### src/rtl/otter_wb_pkg.sv
// Shared types for the OTTER writeback stage: write-source and load-size
// encodings plus the control half of the MEM/WB pipeline register.
package otter_wb_pkg;

    typedef enum logic [1:0] {
        WR_PC4 = 2'd0,
        WR_CSR = 2'd1,
        WR_MEM = 2'd2,
        WR_ALU = 2'd3
    } wr_sel_t;

    typedef enum logic [1:0] {
        SZ_B = 2'd0,
        SZ_H = 2'd1,
        SZ_W = 2'd2,
        SZ_D = 2'd3
    } mem_size_t;

    // Control bits of the pipeline register; the width-parametrised payload
    // (rd, PC+4, CSR, ALU) lives beside it in the top module.
    typedef struct packed {
        logic      valid;
        logic      reg_write;
        wr_sel_t   wr_sel;
        mem_size_t size;
        logic      is_unsigned;
    } wb_fields_t;

    localparam wb_fields_t WB_FIELDS_RESET = '{
        valid:       1'b0,
        reg_write:   1'b0,
        wr_sel:      WR_PC4,
        size:        SZ_B,
        is_unsigned: 1'b0
    };

endpackage

### src/rtl/load_align.sv
// Combinational load aligner: picks the addressed byte/half/word lane out of
// the raw memory word, sign- or zero-extends it, and flags misalignment.
module load_align
    import otter_wb_pkg::*;
#(
    parameter int XLEN = 32
) (
    input  logic [XLEN-1:0]           word,
    input  logic [$clog2(XLEN/8)-1:0] off,
    input  mem_size_t                 size,
    input  logic                      is_unsigned,
    output logic [XLEN-1:0]           data,
    output logic                      misalign
);

    localparam int OFF_W = $clog2(XLEN/8);

    logic [OFF_W-1:0] lane_h;
    logic [OFF_W-1:0] lane_w;
    logic [XLEN-1:0]  sh_b;
    logic [XLEN-1:0]  sh_h;
    logic [XLEN-1:0]  sh_w;

    // Misaligned halves/words fall back to the enclosing aligned lane.
    assign lane_h = off & ~OFF_W'(1);
    assign lane_w = off & ~OFF_W'(3);

    assign sh_b = word >> {off,    3'b000};
    assign sh_h = word >> {lane_h, 3'b000};
    assign sh_w = word >> {lane_w, 3'b000};

    // Extend the selected lane and evaluate the alignment rule for the size.
    always_comb begin
        // NOTE: every output gets a default first so no path through the case leaves it unassigned and infers a latch.
        data     = '0;
        misalign = 1'b0;
        case (size)
            SZ_B: begin
                if (is_unsigned) data = XLEN'(sh_b[7:0]);
                else             data = XLEN'($signed(sh_b[7:0]));
            end
            SZ_H: begin
                if (is_unsigned) data = XLEN'(sh_h[15:0]);
                else             data = XLEN'($signed(sh_h[15:0]));
                misalign = off[0];
            end
            SZ_W: begin
                // With XLEN=32 the lane is always 0 and the extension is a no-op.
                if (is_unsigned) data = XLEN'(sh_w[31:0]);
                else             data = XLEN'($signed(sh_w[31:0]));
                misalign = (off[1:0] != 2'b00);
            end
            SZ_D: begin
                // A dword on a 32-bit datapath degrades to a plain word load.
                data     = (XLEN == 64) ? word : sh_w;
                misalign = (XLEN == 64) ? (off != '0) : 1'b1;
            end
            default: begin
                data     = '0;
                misalign = 1'b0;
            end
        endcase
    end

endmodule

### src/rtl/writeback_unit.sv
// OTTER writeback stage: MEM/WB pipeline register, write-source selection,
// register-file write port, WB->EX forward register, INSTRET and a sticky
// misaligned-load error capture.
module writeback_unit
    import otter_wb_pkg::*;
#(
    parameter int XLEN    = 32,
    parameter int RADDR_W = 5,
    parameter int CNT_W   = 64,
    parameter int FWD_EN  = 1
) (
    input  logic               WB_CLK,
    input  logic               WB_RST,
    input  logic               WB_STALL,
    input  logic               WB_FLUSH,
    input  logic               MEM_VALID,
    input  logic               MEM_REG_WRITE,
    input  logic [RADDR_W-1:0] MEM_RD,
    input  logic [1:0]         MEM_RF_WR_SEL,
    input  logic [1:0]         MEM_SIZE,
    input  logic               MEM_UNSIGNED,
    input  logic [XLEN-1:0]    MEM_PC_PLUS_FOUR,
    input  logic [XLEN-1:0]    MEM_CSR_REG,
    input  logic [XLEN-1:0]    MEM_ALU_RESULT,
    input  logic [XLEN-1:0]    D_OUT_2,
    output logic               RF_WE,
    output logic [RADDR_W-1:0] RF_WA,
    output logic [XLEN-1:0]    WD,
    output logic               FWD_VALID,
    output logic [RADDR_W-1:0] FWD_RD,
    output logic [XLEN-1:0]    FWD_DATA,
    output logic [CNT_W-1:0]   INSTRET,
    output logic               ERR_MISALIGN,
    output logic [XLEN-1:0]    ERR_PC
);

    localparam int OFF_W = $clog2(XLEN/8);

    if (XLEN != 32 && XLEN != 64) begin : g_bad_xlen
        $error("writeback_unit: XLEN must be 32 or 64, got %0d", XLEN);
    end

    wb_fields_t         ctl;
    logic [RADDR_W-1:0] rd;
    logic [XLEN-1:0]    pc_plus_four;
    logic [XLEN-1:0]    csr_reg;
    logic [XLEN-1:0]    alu_result;

    logic               commit;
    logic               load_misalign;
    logic [XLEN-1:0]    load_data;

    // MEM/WB register: flush beats stall beats capture.
    always_ff @(posedge WB_CLK or posedge WB_RST) begin
        if (WB_RST) begin
            ctl          <= WB_FIELDS_RESET;
            rd           <= '0;
            pc_plus_four <= '0;
            csr_reg      <= '0;
            alu_result   <= '0;
        end else if (WB_FLUSH) begin
            // NOTE: sequential state uses non-blocking assignments so every register samples pre-edge values.
            ctl.valid <= 1'b0;
        end else if (!WB_STALL) begin
            ctl.valid       <= MEM_VALID;
            ctl.reg_write   <= MEM_REG_WRITE;
            ctl.wr_sel      <= wr_sel_t'(MEM_RF_WR_SEL);
            ctl.size        <= mem_size_t'(MEM_SIZE);
            ctl.is_unsigned <= MEM_UNSIGNED;
            rd              <= MEM_RD;
            pc_plus_four    <= MEM_PC_PLUS_FOUR;
            csr_reg         <= MEM_CSR_REG;
            alu_result      <= MEM_ALU_RESULT;
        end
    end

    // Memory data arrives unregistered during the WB cycle itself.
    load_align #(
        .XLEN(XLEN)
    ) u_load_align (
        .word        (D_OUT_2),
        .off         (alu_result[OFF_W-1:0]),
        .size        (ctl.size),
        .is_unsigned (ctl.is_unsigned),
        .data        (load_data),
        .misalign    (load_misalign)
    );

    assign commit = ctl.valid & ~WB_STALL;
    assign RF_WE  = commit & ctl.reg_write & (rd != '0);
    assign RF_WA  = rd;

    // Register-file write-data mux driven by the registered source select.
    always_comb begin
        WD = '0;
        case (ctl.wr_sel)
            WR_PC4:  WD = pc_plus_four;
            WR_CSR:  WD = csr_reg;
            WR_MEM:  WD = load_data;
            WR_ALU:  WD = alu_result;
            default: WD = '0;
        endcase
    end

    // Retired-instruction counter; counts every commit and wraps freely.
    always_ff @(posedge WB_CLK or posedge WB_RST) begin
        if (WB_RST) begin
            INSTRET <= '0;
        end else if (commit) begin
            INSTRET <= INSTRET + CNT_W'(1);
        end
    end

    // Sticky error: remember the PC of the first misaligned load only.
    always_ff @(posedge WB_CLK or posedge WB_RST) begin
        if (WB_RST) begin
            ERR_MISALIGN <= 1'b0;
            ERR_PC       <= '0;
        end else if (commit && ctl.wr_sel == WR_MEM && load_misalign && !ERR_MISALIGN) begin
            ERR_MISALIGN <= 1'b1;
            ERR_PC       <= pc_plus_four - XLEN'(4);
        end
    end

    if (FWD_EN != 0) begin : g_fwd
        // Forward register: valid tracks the write, rd/data hold when idle.
        always_ff @(posedge WB_CLK or posedge WB_RST) begin
            if (WB_RST) begin
                FWD_VALID <= 1'b0;
                FWD_RD    <= '0;
                FWD_DATA  <= '0;
            end else begin
                FWD_VALID <= RF_WE;
                if (RF_WE) begin
                    FWD_RD   <= RF_WA;
                    FWD_DATA <= WD;
                end
            end
        end
    end else begin : g_no_fwd
        assign FWD_VALID = 1'b0;
        assign FWD_RD    = '0;
        assign FWD_DATA  = '0;
    end

endmodule
### config.mk
export PLATFORM = sky130hd
export DESIGN_NAME = writeback_unit
export DESIGN_NICKNAME = d
export VERILOG_FILES = /design/src/rtl/otter_wb_pkg.sv /design/src/rtl/load_align.sv /design/src/rtl/writeback_unit.sv
export SDC_FILE = /design/constraint.sdc
export NUM_CORES = 1
export LEC_CHECK = 0
export ABC_CLOCK_PERIOD_IN_PS = 14600
export BUFFER_PORTS_ARGS = -buffer_cell sky130_fd_sc_hd__buf_2
export CAP_MARGIN = 10
export CORE_MARGIN = 1
export CORE_UTILIZATION = 45
export DETAILED_ROUTE_END_ITERATION = 6
export PLACE_DENSITY = 0.72
export SKIP_LAST_GASP = 1
export SYNTH_ARGS = -nofsm -noshare
export SYNTH_HDL_FRONTEND = slang
export SYNTH_HIERARCHICAL = 1
export SYNTH_SLANG_ARGS = --single-unit
### constraint.sdc
create_clock -name WB_CLK -period 14.6 [get_ports WB_CLK]
set_clock_uncertainty 0.05 [all_clocks]
set_input_delay 1.46 -clock WB_CLK [delete_from_list [all_inputs] [get_ports WB_CLK]]
set_output_delay 1.46 -clock WB_CLK [all_outputs]
set_load 0.01 [all_outputs]
==> flow_metrics.tcl <==
set metrics [dict create \
    status "finished, final reports clean" \
    num-nets-final 1418 \
    yosysSeqAreaShare 0.5269 \
    required_ns 13.09 \
    synthArstFlopShare 1.000 \
    ys.flop_type "dfrtp_1" \
    netlist.area_leader.share 0.5269 \
    drt-total-wl_um 33150 \
    synthMostInstantiatedCell "dfrtp_1" \
    post_cts_buffers 0 \
    dr.first_iter.drc_count 669 \
    cts_tree "yes" \
    synth_area_leaders "dfrtp_1 (53%), mux2_2 (11%), mux4_2 (6.1%)" \
    drive_gt1_frac 0.4140 \
    via_count 8869 \
    area_growth_syn_to_layout_pct 23.40 \
    overflow 0 \
    portBuffers 316 \
    critPathArrivalTime_ns 3.41 \
    worst_slew_pin_slew_ns 1.119 \
    route.detailed.drc 0 \
    clockBufferDepth 3 \
    place_worst_setup_slack_ns 9.693 \
    crit_top_cell "buf_2" \
    largest_reg_flops 64 \
    fin_crit_sh 0.3372 \
    insertion_delay_ns 0.55 \
    syn-cell-area_mm2 0.01154 \
    synth_edf_count 0 \
    yosys.area.top_type "dfrtp_1" \
    cts_htree_levels 1 \
    crit_path_end_kind "output port" \
    yosys_register_bits 243 \
    synthDistinctLibCells 60 \
    hold_viol_final 0 \
    antenna_found_initial 7 \
    dp_hpwl_um 24290 \
    cts_buffers 27 \
    cp_cell_sequence "buf_2, mux2i_1, or4_1, nand3_1, mux4_2, buf_2" \
    start_util 0.4583 \
    drv_slew 0 \
    core.rowCount 58 \
    synth_common_cells "dfrtp_1 (243), nand2_1 (168), mux2_2 (110)" \
    dieArea_mm2 0.02629 \
    synth.net_count 1118 \
    post_synth_inst_count 972 \
    critical-path-max-stage-delay_ns 0.71 \
    post_cts_resized 0 \
    core_mm2 0.02518 \
    syn_avg_cell_area_um2 11.87 \
    startpoint_type "input port" \
    dieHeight_um 162.1 \
    slowest_stage "or4_1" \
    clkSinkCount 243 \
    max_cap_violations 0 \
    worst_slack_ns 9.677 \
    drtAntennaViolNets 0 \
    vias_per_cell 5.444 \
    grt_pass1_wl_um 50590 \
    finalSetupViolations 0 \
    dr.pass1.iters 5 \
    post-route-min-period_ns 4.923 \
    peakVddDrop_v 0.00008163 \
    grt_pass1_vias 8913 \
    clkTransAtPathRegs_ns 0.06 \
    crit_type "input port to output port" \
    grt_setup_unrepaired "no" \
    yosys_warnings 6 \
    max_freq_mhz 203.1 \
    hold_class "register to register" \
    relSlewSlack 0.2538 \
    gp_congestion 0.8975 \
    p_per_area_mw_per_mm2 142.3 \
    crit_fanout 16 \
    grt_max_degree 110 \
    max_flop_register "INSTRET" \
    ios 317 \
    routedWlPerCell_um 20.35 \
    cts-root-buf "clkbuf_16" \
    power.leakage_nw 6.996 \
    tns_ns 0 \
    fp.dieW_um 162.1 \
    hold_buffers 0 \
    grt_usage 0.2518 \
]
report_power, final:
group | internal, mW | leakage, nW | switching (mW) | total (mW)
logic | 0.232 | 3.54 | 0.249 | 0.480
registers | 0.796 | 3.04 | 0.105 | 0.901
clock network | 0.374 | 0.413 | 0.271 | 0.646
kinds of logic (layout without fill, tap and decap cells):
family	count (synthesis)	in the layout	share of synthesized area
AND/OR/NAND/NOR	349	349	0.1554
flip-flops	243	243	0.5269
multiplexers	152	152	0.1796
XOR/XNOR	87	87	0.06603
AO/OA/AOI/OAI	71	71	0.04500
buffers and inverters	68	386	0.02494
adder cells (fa/ha/maj)	2	2	0.002168
other	0	9	0
cell type report:
class,count,area (um^2)
Clock buffer,42,802.0
Antenna cell,9,22.52
Inverter,13,56.30
Multi-Input combinational cell,661,5179
Fill cell,2141,10940
Sequential cell,243,6082
Timing Repair Buffer,326,1657
Tap cell,330,412.9
Clock inverter,5,28.78
cell usage in the layout, fill, tap and decap left out, types with 25 or more instances in the layout:
| cell | synthesis | layout |
|---|---|---|
| buf_2 | 5 | 316 |
| clkbuf_16 | 0 | 27 |
| dfrtp_1 | 243 | 242 |
| mux2_2 | 110 | 110 |
| mux4_2 | 31 | 31 |
| nand2_1 | 168 | 168 |
| nand3_1 | 28 | 28 |
| nor2_1 | 35 | 34 |
| o21ai_0 | 25 | 25 |
| xnor2_1 | 51 | 51 |
| xor2_1 | 36 | 36 |
critical path, delay by kind of cell:
kind | cells | cell delay (ns)
simple gates | 2 | 0.84
buf+inv | 2 | 0.28
mux | 2 | 0.81
through the flow:
stage / total power [mW] / instances / hold WS (ns) / utilization / area, um^2
finish: 2.027 / 1629 / 0.4180 / 0.5655 / 14240
global route: 2.124 / 1625 / 0.4459 / 0.5651 / 14230
CTS: 2.047 / 1620 / 0.4222 / 0.5646 / 14220
detailed placement: 1.394 / 1573 / 0.4037 / 0.5316 / 13390
global placement: 1.378 / 1573 / 0.4044 / 0.5316 / 13390
floorplan: 1.171 / 972 / 0.4223 / - / 11540
layer usage:
| metal | wire length [um] | vias to the layer above | global-route usage |
|---|---|---|---|
| li1 | - | 4061 | - |
| met5 | 8 | - | 0 |
| met3 | 2981 | 76 | 0.06844 |
| met4 | 1352 | 2 | 0.1166 |
| met1 | 13240 | 4356 | 0.3161 |
| met2 | 15560 | 374 | 0.4048 |
final timing paths:
check / startpoint / endpoint / slack [ns] / cells after the start
min in group asynchronous: WB_RST / INSTRET[6]$_DFFE_PP0P_ / 1.01 / 2
worst max register to register: alu_result[1]$_DFFE_PP0P_ / FWD_DATA[22]$_DFFE_PP0P_ / 11.58 / 5
worst min register to register: INSTRET[63]$_DFFE_PP0P_ / INSTRET[63]$_DFFE_PP0P_ / 0.42 / 1
max in group asynchronous: WB_RST / ctl[4]$_DFFE_PP0P_ / 12.07 / 3
worst max-delay path: D_OUT_2[31] / WD[16] / 9.68 / 6
worst min-delay path: INSTRET[63]$_DFFE_PP0P_ / INSTRET[63]$_DFFE_PP0P_ / 0.42 / 1
No activity file was read; power rests on OpenSTA's default activity.
